## src/rtl/bcd_converter_seq_if.sv

```systemverilog
// Handshake and result bundle between the up/down counter (master) and the
// sequential binary-to-BCD converter (slave).
// Optional feature macro: BCD_LEADING_ZERO_BLANK_EN adds the per-digit blank
// vector to the bundle and to both modports.
interface bcd_converter_seq_if #(
  parameter int BIT_SIZE = 20,
  parameter int DIGITS   = 6
);

  logic                  start;
  logic [BIT_SIZE-1:0]   number;
  logic                  busy;
  logic                  done;
  logic                  overflow;
  logic [4*DIGITS-1:0]   bcd;

`ifdef BCD_LEADING_ZERO_BLANK_EN
  logic [DIGITS-1:0]     blank;

  modport master (
    output start, number,
    input  busy, done, overflow, bcd, blank
  );

  modport slave (
    input  start, number,
    output busy, done, overflow, bcd, blank
  );
`else
  modport master (
    output start, number,
    input  busy, done, overflow, bcd
  );

  modport slave (
    input  start, number,
    output busy, done, overflow, bcd
  );
`endif

endinterface

```

## src/rtl/bcd_converter_seq.sv

```systemverilog
// Sequential binary-to-BCD converter (shift-and-add-3 / double-dabble).
// A binary count is captured on an accepted start, converted over BIT_SIZE
// cycles, and the packed BCD result is published together with a one-cycle
// done pulse. Values above 10^DIGITS-1 saturate to all nines with overflow=1.
// Optional feature macro: BCD_LEADING_ZERO_BLANK_EN adds a registered
// leading-zero blank vector, updated on the same edge as bcd.
module bcd_converter_seq #(
  parameter int BIT_SIZE = 20,
  parameter int DIGITS   = 6
) (
  input  logic                 clk,
  input  logic                 rst,
  bcd_converter_seq_if.slave   bus
);

  // Step counter must be able to hold BIT_SIZE itself.
  localparam int CNT_W  = $clog2(BIT_SIZE + 1);
  // Scratch holds DIGITS nibbles plus one carry bit above them.
  localparam int SCR_W  = 4 * DIGITS + 1;
  localparam int STEP_W = SCR_W + BIT_SIZE;
  // Overflow compare is done wide enough to hold 10^8-1 for any input width.
  localparam int CMP_W  = (BIT_SIZE > 34) ? BIT_SIZE : 34;

  // Largest value representable in DIGITS decimal digits.
  function automatic logic [CMP_W-1:0] max_value(input int digits);
    logic [CMP_W-1:0] p;
    p = CMP_W'(1);
    for (int i = 0; i < digits; i++) begin
      p = p * CMP_W'(10);
    end
    return p - CMP_W'(1);
  endfunction

  localparam logic [CMP_W-1:0]      MAX_VAL   = max_value(DIGITS);
  localparam logic [4*DIGITS-1:0]   ALL_NINES = {DIGITS{4'h9}};
  localparam logic [CNT_W-1:0]      LAST_CNT  = CNT_W'(BIT_SIZE - 1);

  typedef enum logic {
    IDLE    = 1'b0,
    CONVERT = 1'b1
  } state_e;

  state_e                state_q, state_d;

  // Iteration datapath.
  logic [BIT_SIZE-1:0]   bin_q;
  logic [SCR_W-1:0]      scratch_q;
  logic [CNT_W-1:0]      cnt_q;
  logic                  ovf_pend_q;

  // Published results.
  logic [4*DIGITS-1:0]   bcd_q;
  logic                  ovf_q;
  logic                  done_q;

  // FSM decode.
  logic                  busy_d;
  logic                  load;
  logic                  step;
  logic                  last;
  logic                  cnt_last;

  // One double-dabble iteration.
  logic [STEP_W-1:0]     step_v;
  logic [SCR_W-1:0]      scratch_step;
  logic [BIT_SIZE-1:0]   bin_step;
  logic [4*DIGITS-1:0]   result_d;

  assign cnt_last = (cnt_q == LAST_CNT);

  // ---------------------------------------------------------------------------
  // FSM
  // ---------------------------------------------------------------------------

  // State register.
  // NOTE: sequential state uses non-blocking assignments so every register
  // samples the pre-edge values, independent of block evaluation order.
  always_ff @(posedge clk or negedge rst) begin
    if (!rst) begin
      state_q <= IDLE;
    end else begin
      state_q <= state_d;
    end
  end

  // Next-state logic: start is only looked at in IDLE.
  // NOTE: every combinational output gets a default first, so no path through
  // the case leaves it unassigned and no latch is inferred.
  always_comb begin
    state_d = state_q;
    case (state_q)
      IDLE: begin
        if (bus.start) begin
          state_d = CONVERT;
        end
      end
      CONVERT: begin
        if (cnt_last) begin
          state_d = IDLE;
        end
      end
      default: state_d = IDLE;
    endcase
  end

  // FSM outputs: busy flag and datapath strobes.
  always_comb begin
    busy_d = 1'b0;
    load   = 1'b0;
    step   = 1'b0;
    last   = 1'b0;
    case (state_q)
      IDLE: begin
        load = bus.start;
      end
      CONVERT: begin
        busy_d = 1'b1;
        step   = 1'b1;
        last   = cnt_last;
      end
      default: ;
    endcase
  end

  // ---------------------------------------------------------------------------
  // Datapath
  // ---------------------------------------------------------------------------

  // One iteration: add 3 to every digit nibble >= 5, then shift {scratch, bin}
  // left by one. The carry bit above the digits is never adjusted.
  always_comb begin
    step_v = {scratch_q, bin_q};
    for (int i = 0; i < DIGITS; i++) begin
      if (step_v[BIT_SIZE + 4*i +: 4] >= 4'd5) begin
        step_v[BIT_SIZE + 4*i +: 4] = step_v[BIT_SIZE + 4*i +: 4] + 4'd3;
      end
    end
    step_v = step_v << 1;
  end

  assign scratch_step = step_v[STEP_W-1 -: SCR_W];
  assign bin_step     = step_v[BIT_SIZE-1:0];

  // Value published on the final step: saturated digits replace a result
  // that could not fit.
  assign result_d = ovf_pend_q ? ALL_NINES : scratch_step[4*DIGITS-1:0];

  // Capture on accept, iterate while converting; number is ignored after capture.
  // NOTE: the shift, scratch and counter registers are reset too, so an
  // aborted conversion leaves no stale partial digits behind.
  always_ff @(posedge clk or negedge rst) begin
    if (!rst) begin
      bin_q      <= '0;
      scratch_q  <= '0;
      cnt_q      <= '0;
      ovf_pend_q <= 1'b0;
    end else if (load) begin
      bin_q      <= bus.number;
      scratch_q  <= '0;
      cnt_q      <= '0;
      ovf_pend_q <= (CMP_W'(bus.number) > MAX_VAL);
    end else if (step) begin
      bin_q      <= bin_step;
      scratch_q  <= scratch_step;
      cnt_q      <= cnt_q + 1'b1;
    end
  end

  // Result registers: change only on the final-step edge; done pulses after it.
  always_ff @(posedge clk or negedge rst) begin
    if (!rst) begin
      bcd_q  <= '0;
      ovf_q  <= 1'b0;
      done_q <= 1'b0;
    end else begin
      done_q <= last;
      if (last) begin
        bcd_q <= result_d;
        ovf_q <= ovf_pend_q;
      end
    end
  end

  assign bus.busy     = busy_d;
  assign bus.done     = done_q;
  assign bus.overflow = ovf_q;
  assign bus.bcd      = bcd_q;

`ifdef BCD_LEADING_ZERO_BLANK_EN
  // Units digit is never blanked so that zero still shows a single "0".
  localparam logic [DIGITS-1:0] BLANK_RST = DIGITS'({DIGITS{1'b1}} << 1);

  logic [DIGITS-1:0] blank_q;
  logic [DIGITS-1:0] blank_d;

  // Blank a digit when it and every more-significant digit are zero.
  // Saturated nines are non-zero, so overflow naturally yields no blanking.
  always_comb begin
    logic zero_above;
    blank_d    = '0;
    zero_above = 1'b1;
    for (int i = DIGITS - 1; i >= 1; i--) begin
      zero_above = zero_above & (result_d[4*i +: 4] == 4'd0);
      blank_d[i] = zero_above;
    end
  end

  // Blank vector is registered on the same edge as bcd.
  always_ff @(posedge clk or negedge rst) begin
    if (!rst) begin
      blank_q <= BLANK_RST;
    end else if (last) begin
      blank_q <= blank_d;
    end
  end

  assign bus.blank = blank_q;
`endif

endmodule

```

## src/flat_wrapper.sv

```systemverilog
// flat-port wrapper written by rule: the top's interface ports become plain ports
module bcd_converter_seq_flat 
#(
  parameter int BIT_SIZE = 20,
  parameter int DIGITS   = 6
)
  (clk, rst, bus_start, bus_number, bus_busy, bus_done, bus_overflow, bus_bcd);
  bcd_converter_seq_if #(.BIT_SIZE(BIT_SIZE), .DIGITS(DIGITS)) bus_i ();
  input  logic clk;
  input  logic rst;
  input wire logic [$bits(bus_i.start)-1:0] bus_start;
  input wire logic [$bits(bus_i.number)-1:0] bus_number;
  output wire logic [$bits(bus_i.busy)-1:0] bus_busy;
  output wire logic [$bits(bus_i.done)-1:0] bus_done;
  output wire logic [$bits(bus_i.overflow)-1:0] bus_overflow;
  output wire logic [$bits(bus_i.bcd)-1:0] bus_bcd;
  assign bus_i.start = bus_start;
  assign bus_i.number = bus_number;
  assign bus_busy = bus_i.busy;
  assign bus_done = bus_i.done;
  assign bus_overflow = bus_i.overflow;
  assign bus_bcd = bus_i.bcd;
  bcd_converter_seq #(.BIT_SIZE(BIT_SIZE), .DIGITS(DIGITS)) u_core (.clk(clk), .rst(rst), .bus(bus_i));
endmodule
```

## config.mk

```make
export PLATFORM = sky130hd
export DESIGN_NAME = bcd_converter_seq_flat
export DESIGN_NICKNAME = d
export VERILOG_FILES = /design/src/rtl/bcd_converter_seq_if.sv /design/src/rtl/bcd_converter_seq.sv /design/src/flat_wrapper.sv
export SDC_FILE = /design/constraint.sdc
export NUM_CORES = 1
export LEC_CHECK = 0
export CORE_ASPECT_RATIO = 0.6
export CORE_UTILIZATION = 45
export CTS_CLUSTER_SIZE = 8
export DETAILED_ROUTE_END_ITERATION = 8
export GPL_TIMING_DRIVEN = 1
export MAX_ROUTING_LAYER = met4
export PLACE_DENSITY = 0.66
export REMOVE_ABC_BUFFERS = 1
export SKIP_CTS_REPAIR_TIMING = 1
export SLEW_MARGIN = 20
export SYNTH_ARGS = -nofsm -noshare
export SYNTH_HDL_FRONTEND = slang
export SYNTH_SLANG_ARGS = --single-unit
```

## constraint.sdc

```tcl
create_clock -name clk -period 3.8 [get_ports clk]
set_clock_uncertainty 0.1 [all_clocks]
set_input_delay 0.57 -clock clk [delete_from_list [all_inputs] [get_ports clk]]
set_output_delay 0.57 -clock clk [all_outputs]
set_load 0.01 [all_outputs]
```

==> impl_metrics.csv <==
group,metric,value,unit
sta,rsz0062_at_grt,"no",
setup_path,critPathMaxFanout,21,
drt,detail_route.wl_per_cell,15.5,um
setup_path,required,3.13,ns
pwr,clkPwrFrac,0.219,
sta,timing.final.crit_share,0.593,
placed_design,place_hpwl,4.87,mm
setup_path,critPathCaptureType,"output pin",
die,die_h,72.4,um
setup_path,path_cells,"clkdlybuf4s50_1",
synth,ys_warn_count,0,
drt,ant_nets,0,
setup_path,criticalPathCategory,"flip-flop to output pin",
sta,fin_tns_setup,0,ns
die,die_w,119,um
pwr,p_int,0.00255,W
sta,setup_viol,0,
min_path,min_path_type,"input pin to async pin",
grt,grt_first_pass_wirelength,13.2,mm
layout,nNetsFinal,430,
cts,clk_pin_slew,0.06,ns
setup_path,critical-path-max-stage-delay,0.62,ns
layout,antennaDiodeCount,0,
cts,numCtsBuffers,9,
setup_path,path_delay_family,"flip-flops",
sta,worstMarginPinSlew,0.973,ns
sta,hold_violations,0,
setup_path,cp_num_buf_inv,1,
synth,async_flop_share,1.00,
drt,viasPerCell,5.23,
setup_path,timing.rr.start,"u_core.state_q$_DFF_PN0_",
layout,postLayoutCoreUtil,0.571,
cts,cts.sinks,77,
pwr,sequentialPowerShare,0.378,
placed_design,routabilityCongestion,0.760,
setup_path,critPathSlowestCell,"dfrtp_2",
sta,slew_violations,0,
synth,synth.avg_cell_area,10.6,um2
job,cap_violations,0,
sta,fin_ws,1.55,ns
die,dieArea,8630,um2
die,ios,50,
synth,synth.largest_area_cell,"dfrtp_1",
grt,grt_max_degree,78,
drt,dr.pass1.iters,5,
die,row_count,25,
synth,synthFlopType,"dfrtp_1",
cts,clk-insertion-delay-late,0.34,ns
die,start_util,0.467,
sta,relSlewSlack,0.351,
cts,htreeDepth,3,
pwr,ir_worst_vdd,0.369,mV
grt,antenna_found_initial,0,
sta,fmax,0.444,GHz
drt,drt_iter0_markers,168,
synth,synth.most_common_cell,"dfrtp_1",
cts,ctsLongestPathBuffers,2,
pwr,power_leakage,2.10,nW
grt,overflow,0,
synth,ys_seq_area_frac,0.519,
drt,wl,7.85,mm
status,status,"completed",
pwr,p_switching,0.00140,W
synth,synth_area_leaders,"dfrtp_1 52%, mux2i_1 8.4%, a22o_1 5.2%",
drt,vias,2654,
placed_design,port_buffers,49,
pwr,switching_share,0.354,
setup_path,start_kind,"flip-flop",
drt,drcViolationCount,0,
cts,cts_tree,"yes",
layout,synthToLayoutAreaGrowth,22.2,%
synth,synth_edf_count,0,
pwr,power,0.00396,W
synth,synth_top_area_frac,0.519,
setup_path,crit_path_start,"u_core.state_q$_DFF_PN0_",
die,coreArea,7950,um2
synth,ys_ff_latch,77,
synth,synthTopCellsByCount,"77 x dfrtp_1, 36 x nand2_1, 31 x mux2i_1",
setup_path,arrival,1.58,ns
grt,grt_usage,0.209,
layout,drive_gt1_frac,0.0576,
pwr,powerDensity,872,nW/um2
placed_design,dp_worst_setup_slack,1.66,ns
pwr,p_comb_frac,0.403,
sta,min_period,2.25,ns
cts,cts_root_buf,"clkbuf_16",
sta,timing.hold.ws,0.293,ns
grt,grt_pass1_vias,2502,
layout,fillers,712,
synth,synthesis.area,3710,um2
synth,synth_cell_types,32,
synth,syn_inst,351,
-- cell families (layout without fill, tap and decap cells) --
family / count (synthesis) / count (layout) / share of synthesized area
AND/OR/NAND/NOR: 96 / 96 / 0.128
AO/OA/AOI/OAI: 92 / 92 / 0.159
flip-flops: 77 / 77 / 0.519
multiplexers: 32 / 32 / 0.0866
buffers and inverters: 32 / 80 / 0.0421
adder cells (fa/ha/maj): 13 / 13 / 0.0438
XOR/XNOR: 9 / 9 / 0.0212
-- worst reg2reg max path: stages, from the launching register on --
cell	delay [ns]
dfrtp_2	0.62
buf_4	0.58
nor2_2	0.32
a21o_1	0.23
a32o_1	0.19
-- cell usage in the layout, fill, tap and decap left out, drive strengths merged, types with 9 or more instances in the layout --
cell type	count
clkbuf	15
nand2b	12
nor2	23
clkdlybuf4s50	47
nand2	36
a21oi	22
ha	13
nor3b	9
o21ai	29
inv	13
dfrtp	77
a22o	22
mux2i	31
-- worst paths after layout --
path                                                   end  depth (start not counted)  slack [ns]
hold / removal                u_core.bin_q[15]$_DFFE_PN0P_                          1        0.29
min in group clk              u_core.bin_q[12]$_DFFE_PN0P_                          2        0.38
max in group asynchronous         u_core.state_q$_DFF_PN0_                          1        2.63
setup / recovery                                  bus_busy                          1        1.55
setup reg to reg           u_core.scratch_q[3]$_DFFE_PN0P_                          4        1.64
hold reg to reg               u_core.bin_q[12]$_DFFE_PN0P_                          2        0.38
-- layout make-up --
| cell class | count | area, um2 | area share |
|---|---|---|---|
| sequential | 77 | 1930 | 0.425 |
| multi-input combinational | 242 | 1630 | 0.359 |
| timing repair buffer | 51 | 498 | 0.110 |
| clock buffer | 15 | 268 | 0.0590 |
| tap | 108 | 135 | 0.0298 |
| inverter | 13 | 48.8 | 0.0108 |
| clock inverter | 1 | 30.0 | 0.00662 |
-- sequential cells by signal (all words and copies together), names as in the netlist --
register	flops
u_core.bus.overflow	1
u_core.ovf_pend_q	1
u_core.scratch_q	24
u_core.state_q	1
u_core.bin_q	20
u_core.cnt_q	5
u_core.bus.bcd	24
u_core.bus.done	1
-- metal layers --
layer  wire, um  global-route usage
met2       3250               0.284
met5          0                   -
met3        380              0.0739
met1       4210               0.299
met4         17              0.0422
-- power by group through the flow --
stage	clock (W)	combinational, W	sequential, W
3_3_place_gp	0	0.00158	0.00149
3_5_place_dp	0	0.00160	0.00150
6_report	0.000868	0.00159	0.00149
5_1_grt	0.000928	0.00180	0.00154
4_1_cts	0.000888	0.00161	0.00149
2_1_floorplan	0	0.00102	0.00151
-- through the flow --
step                area [um2]  std cells
finish                    4540        507
global route              4540        507
CTS                       4540        507
detailed placement        4240        491
global placement          4240        491
floorplan                 3610        332
Note: power is estimated with default switching activity, not from simulation.
